File: config.mk
export PLATFORM = sky130hd
export DESIGN_NAME = l1d_write_buffer
export DESIGN_NICKNAME = d
export VERILOG_FILES = /design/src/rtl/l1d_write_buffer.sv
export SDC_FILE = /design/constraint.sdc
export NUM_CORES = 1
export LEC_CHECK = 0
export CELL_PAD_IN_SITES_DETAIL_PLACEMENT = 1
export CELL_PAD_IN_SITES_GLOBAL_PLACEMENT = 2
export CORE_MARGIN = 4
export CORE_UTILIZATION = 30
export CTS_BUF_LIST = sky130_fd_sc_hd__clkbuf_16
export CTS_CLUSTER_SIZE = 10
export DETAILED_ROUTE_END_ITERATION = 12
export GPL_ROUTABILITY_DRIVEN = 0
export PLACE_DENSITY = 0.73
export REMOVE_ABC_BUFFERS = 1
export SLEW_MARGIN = 20
export SYNTH_ARGS = -nofsm -noshare
export SYNTH_HDL_FRONTEND = slang
export SYNTH_SLANG_ARGS = --single-unit
File: constraint.sdc
create_clock -name clk_in -period 10.1 [get_ports clk_in]
set_clock_uncertainty 0.15 [all_clocks]
set_input_delay 2.02 -clock clk_in [delete_from_list [all_inputs] [get_ports clk_in]]
set_output_delay 2.02 -clock clk_in [all_outputs]
set_load 0.02 [all_outputs]
File: src/rtl/l1d_write_buffer.sv
// l1d_write_buffer
// Posted-write FIFO between the L1D miss/writeback port and the lower cache.
// Writes are acknowledged one cycle after acceptance and drained in order.
// A read first drains every older buffered write, then issues a single
// lower-cache read and returns the data to L1D.
// Optional feature macro: WB_FWD_EN -- a read that matches a buffered write
// is answered directly from the buffer (youngest match wins).
module l1d_write_buffer #(
    parameter int PADDR_BITS = 22,
    parameter int DEPTH      = 4
) (
    input  logic                  clk_in,
    input  logic                  rst_in,
    input  logic                  l1_valid_in,
    output logic                  l1_ready_out,
    input  logic [PADDR_BITS-1:0] l1_addr_in,
    input  logic [63:0]           l1_value_in,
    input  logic                  l1_we_in,
    output logic                  l1_write_complete_out,
    output logic                  l1_valid_out,
    input  logic                  l1_ready_in,
    output logic [PADDR_BITS-1:0] l1_addr_out,
    output logic [63:0]           l1_value_out,
    output logic                  lc_valid_out,
    input  logic                  lc_ready_in,
    output logic [PADDR_BITS-1:0] lc_addr_out,
    output logic [63:0]           lc_value_out,
    output logic                  lc_we_out,
    input  logic                  lc_valid_in,
    output logic                  lc_ready_out,
    input  logic [PADDR_BITS-1:0] lc_addr_in,
    input  logic [63:0]           lc_value_in
);

    localparam int               PTR_W    = $clog2(DEPTH);
    localparam int               CNT_W    = PTR_W + 1;
    localparam logic [CNT_W-1:0] CNT_FULL = CNT_W'(DEPTH);

    typedef enum logic [2:0] {
        IDLE,
        DRAIN,
        RD_REQ,
        RD_WAIT,
        RESP
    } state_t;

    state_t                  state_q, state_d;
    logic [PADDR_BITS-1:0]   addr_mem_q [DEPTH];
    logic [63:0]             data_mem_q [DEPTH];
    logic [PTR_W-1:0]        wr_ptr_q, rd_ptr_q;
    logic [CNT_W-1:0]        count_q, count_d, post_pop_cnt;
    logic [PADDR_BITS-1:0]   rd_addr_q, rd_addr_d;
    logic [63:0]             rd_data_q, rd_data_d;
    logic                    wc_pulse_q;
    logic                    drain_act, push, pop, l1_fire;

    // Read-data address from the lower cache carries no information here.
    logic unused_lc_addr;
    assign unused_lc_addr = ^lc_addr_in;

    // Handshake qualification and occupancy bookkeeping.
    // NOTE: every signal driven from always_comb gets a value on every path, otherwise a latch is inferred.
    always_comb begin
        drain_act    = ((state_q == IDLE) || (state_q == DRAIN)) && (count_q != '0);
        pop          = drain_act && lc_ready_in;
        l1_ready_out = !rst_in && (state_q == IDLE) && (count_q < CNT_FULL);
        l1_fire      = l1_valid_in && l1_ready_out;
        push         = l1_fire && l1_we_in;
        post_pop_cnt = count_q - CNT_W'(pop);
        count_d      = count_q + CNT_W'(push) - CNT_W'(pop);
    end

`ifdef WB_FWD_EN
    logic             fwd_hit;
    logic [63:0]      fwd_data;
    logic [PTR_W-1:0] fwd_idx;

    // Scan live entries oldest to youngest so the youngest match wins;
    // the head is still live in the cycle it pops.
    always_comb begin
        fwd_hit  = 1'b0;
        fwd_data = '0;
        fwd_idx  = '0;
        for (int k = 0; k < DEPTH; k++) begin
            fwd_idx = rd_ptr_q + PTR_W'(k);
            if ((CNT_W'(k) < count_q) && (addr_mem_q[fwd_idx] == l1_addr_in)) begin
                fwd_hit  = 1'b1;
                fwd_data = data_mem_q[fwd_idx];
            end
        end
    end
`endif

    // Next-state logic and read-holding register updates.
    always_comb begin
        state_d   = state_q;
        rd_addr_d = rd_addr_q;
        rd_data_d = rd_data_q;
        unique case (state_q)
            IDLE: begin
                if (l1_fire && !l1_we_in) begin
                    rd_addr_d = l1_addr_in;
`ifdef WB_FWD_EN
                    if (fwd_hit) begin
                        rd_data_d = fwd_data;
                        state_d   = RESP;
                    end else if (post_pop_cnt != '0) begin
                        state_d = DRAIN;
                    end else begin
                        state_d = RD_REQ;
                    end
`else
                    if (post_pop_cnt != '0) begin
                        state_d = DRAIN;
                    end else begin
                        state_d = RD_REQ;
                    end
`endif
                end
            end
            DRAIN: begin
                if (post_pop_cnt == '0) begin
                    state_d = RD_REQ;
                end
            end
            RD_REQ: begin
                if (lc_ready_in) begin
                    state_d = RD_WAIT;
                end
            end
            RD_WAIT: begin
                if (lc_valid_in) begin
                    rd_data_d = lc_value_in;
                    state_d   = RESP;
                end
            end
            RESP: begin
                if (l1_ready_in) begin
                    state_d = IDLE;
                end
            end
            default: state_d = IDLE;
        endcase
    end

    // Lower-cache request port: buffered writes take the port in IDLE/DRAIN,
    // the single outstanding read uses it in RD_REQ.
    always_comb begin
        lc_valid_out = 1'b0;
        lc_we_out    = 1'b0;
        lc_addr_out  = '0;
        lc_value_out = '0;
        if (drain_act) begin
            lc_valid_out = 1'b1;
            lc_we_out    = 1'b1;
            lc_addr_out  = addr_mem_q[rd_ptr_q];
            lc_value_out = data_mem_q[rd_ptr_q];
        end else if (state_q == RD_REQ) begin
            lc_valid_out = 1'b1;
            lc_addr_out  = rd_addr_q;
        end
    end

    assign lc_ready_out          = (state_q == RD_WAIT);
    assign l1_valid_out          = (state_q == RESP);
    assign l1_addr_out           = rd_addr_q;
    assign l1_value_out          = rd_data_q;
    assign l1_write_complete_out = wc_pulse_q;

    // Control state, pointers, occupancy and read-holding registers.
    always_ff @(posedge clk_in) begin
        if (rst_in) begin
            state_q    <= IDLE;
            wr_ptr_q   <= '0;
            rd_ptr_q   <= '0;
            count_q    <= '0;
            rd_addr_q  <= '0;
            rd_data_q  <= '0;
            wc_pulse_q <= 1'b0;
        end else begin
            // NOTE: non-blocking assignments so every register samples pre-edge values.
            state_q    <= state_d;
            count_q    <= count_d;
            rd_addr_q  <= rd_addr_d;
            rd_data_q  <= rd_data_d;
            wc_pulse_q <= push;
            if (push) begin
                wr_ptr_q <= wr_ptr_q + PTR_W'(1);
            end
            if (pop) begin
                rd_ptr_q <= rd_ptr_q + PTR_W'(1);
            end
        end
    end

    // Entry storage written on push.
    // NOTE: the array is not reset; pointers and count alone decide which entries are live.
    always_ff @(posedge clk_in) begin
        if (push) begin
            addr_mem_q[wr_ptr_q] <= l1_addr_in;
            data_mem_q[wr_ptr_q] <= l1_value_in;
        end
    end

endmodule

==> results.ini <==
[run_status]
status = finished, final reports clean

[drt]
wl_mm = 46.34
ant_nets = 0
dr_total_vias = 10090
drtIter0Drc = 535
post_drt_wl_per_cell_um = 21.60
via_per_inst = 4.704
dr.pass1.iters = 5
drc = 0

[power]
swShare = 0.2968
power.switching_w = 0.001542
ir_worst_vdd_mv = 0.1441
power_frac_clock = 0.321
power_leakage_nw = 7.196
combinationalPowerShare = 0.280
p_seq_frac = 0.399
power_density_nw_per_um2 = 230.7
power_w = 0.005195
power.internal_w = 0.003653

[worst_setup_path]
critPathMaxStageDelay_ns = 0.74
crit_fanout = 16
crit_type = reg2out
path_delay_family = buffers and inverters
cp_num_buf_inv = 3
crit_path_end_kind = primary output
cp_slowest_cell = dfxtp_1
crit_required_ns = 7.93
path_cells = inv_1 > nor3_4 > buf_4 > a22o_1 > clkdlybuf4s50_1
arrival_ns = 3.47
startpoint_type = flip-flop

[timing]
fin_crit_ns = 5.640
setup_violations = 0
rsz0062_at_grt = no
post-route-period-util = 0.5585
hold_violations = 0
fmax_ghz = 0.1773
worst_slew_pin_slew_ns = 0.8169
max_slew_margin = 0.4531
fin_setup_tns_ns = 0
final_max_slew_viol_count = 0

[global_routing]
grt_pass1_wl_mm = 69.90
gr-usage-all-layers = 0.1523
grt_max_degree = 70
first_global_vias = 11135
grt.overflow.total = 0
antenna_found_initial = 5

[floorplan]
core_area_sq_um = 55520
die_area_sq_um = 60410
rows = 86
ios = 357
start_util = 0.3055
fp.dieW_um = 245.8
die_y_um = 245.8

[synthesis]
synth_area_leaders = edfxtp_1, dfxtp_1, mux4_2
yosysWarnings = 0
synth_cell_type_count = 46
yosys.area.top_type = edfxtp_1
synth_flop_cell = edfxtp_1
synth.most_common_cell = edfxtp_1
synth_top_area_frac = 0.6090
synth-seq-cells = 443
mappedNetlistArea_sq_um = 16960
syn_inst = 1015
syn_area_per_cell_sq_um = 16.71
ys_async_sr_fraction = 0
synth_common_cells = edfxtp_1, nand2_1, dfxtp_1
ys_seq_area_frac = 0.7259
synth_edf_count = 344

[clocking]
clkTransAtPathRegs_ns = 0.06
clockBufferDepth = 3
numClockSinks = 443
cts-resized-gates = 0
htreeDepth = 2
clockRootBuffer = clkbuf_16
clk_latency_ns = 0.58
ctsHoldBuffers = 0
cts_tree = yes
post-cts-setup-buffers = 0
cts_buffers = 52

[finish]
finalNetCount = 1536
fillerInstances = 5631
area_growth_pct = 32.79
drive_gt1_frac = 0.1278

[place]
hpwl_mm = 29.26
portBuffers = 334

[run]
maxCapViolations = 0

[min_path]
min_path_type = reg2reg

-- placed cells by master, fill, tap and decap left out, drive strengths merged, types with 2 or more instances in the layout --
| cell type | instances |
|---|---|
| inv | 47 |
| edfxtp | 344 |
| nor3 | 4 |
| diode | 4 |
| buf | 17 |
| or4b | 3 |
| nand3 | 25 |
| dfxtp | 99 |
| o21ai | 24 |
| clkbuf | 52 |
| nand2 | 130 |
| mux4 | 86 |
| ha | 7 |
| clkinv | 8 |
| nor4b | 4 |
| nor2 | 4 |
| and2 | 65 |
| nor2b | 2 |
| clkdlybuf4s50 | 333 |
| xnor2 | 2 |
| a22o | 22 |
| and3 | 4 |
| o41ai | 3 |
| a21oi | 92 |
-- worst paths after layout --
path                                       from           endpoint  slack, ns  cells past startpoint
worst min register to register  l1_value_out[0]    l1_value_out[0]       0.30                      2
worst min-delay path            l1_value_out[0]    l1_value_out[0]       0.30                      2
worst max register to register       state_q[1]  addr_mem_q[2][15]       7.06                      3
worst max-delay path                 state_q[1]     lc_addr_out[6]       4.46                      5
-- final cells by class --
class                           count  area [sq um]  share of cell area
Antenna cell                        4         10.01           0.0004444
Sequential cell                   443         12320              0.5470
Clock inverter                     46         236.5             0.01050
Clock buffer                       52          1301             0.05777
Multi-Input combinational cell    493          4225              0.1876
Inverter                            9         33.78            0.001500
Tap cell                          748         935.9             0.04155
Timing Repair Buffer              350          3461              0.1537
-- metrics by stage --
stage	area (sq um)	std cells	hold WS (ns)	util	setup WS, ns
after global placement	20980	2043	0.2926	0.3778	4.668
after detailed placement	20980	2043	0.2999	0.3778	4.680
after floorplan	16530	945	0.2896	-	3.355
after global routing	22510	2141	0.3202	0.4055	4.223
after CTS	22510	2141	0.3055	0.4055	4.339
final	22520	2145	0.3029	0.4056	4.460
-- registers in the layout (all words and copies together) (netlist names), named ones only --
signal and cells:
wr_ptr_q 2, l1_value_out 64, data_mem_q 256, addr_mem_q 88
state_q 3, l1_addr_out 22, l1_write_complete_out 1, count_q 3
rd_ptr_q 2
-- cell families (layout without fill, tap and decap cells) --
| logic type | after synthesis | in the layout | share of synthesized area |
|---|---|---|---|
| fa+ha+maj | 8 | 8 | 0.006344 |
| buf+inv | 79 | 457 | 0.02752 |
| compound gates | 145 | 145 | 0.04891 |
| other cells | 0 | 4 | 0 |
| flops | 443 | 443 | 0.7259 |
| simple gates | 251 | 251 | 0.07561 |
| mux | 86 | 86 | 0.1142 |
| xor+xnor | 3 | 3 | 0.001549 |
-- worst reg2reg max path, delay by kind of cell (launching register included) --
kind	cells	cell delay, ns
AND/OR/NAND/NOR	2	1.11
buffers and inverters	1	0.85
flip-flops	1	0.51
-- routing by layer --
metal / vias to the layer above / routed length [um] / global-route usage
met5: - / 23 / 0
met2: 328 / 22230 / 0.2541
met3: 74 / 4416 / 0.05692
li1: 4559 / - / -
met1: 5125 / 18610 / 0.1863
met4: 4 / 1050 / 0.04272
-- power by group through the flow --
stage / combinational (W) / sequential (W) / clock (W)
floorplan: 0.000756 / 0.00215 / 0
global placement: 0.00149 / 0.00211 / 0
finish: 0.00145 / 0.00207 / 0.00167
CTS: 0.00150 / 0.00208 / 0.00174
detailed placement: 0.00149 / 0.00212 / 0
global route: 0.00156 / 0.00208 / 0.00181
(Power assumes the default switching activity.)
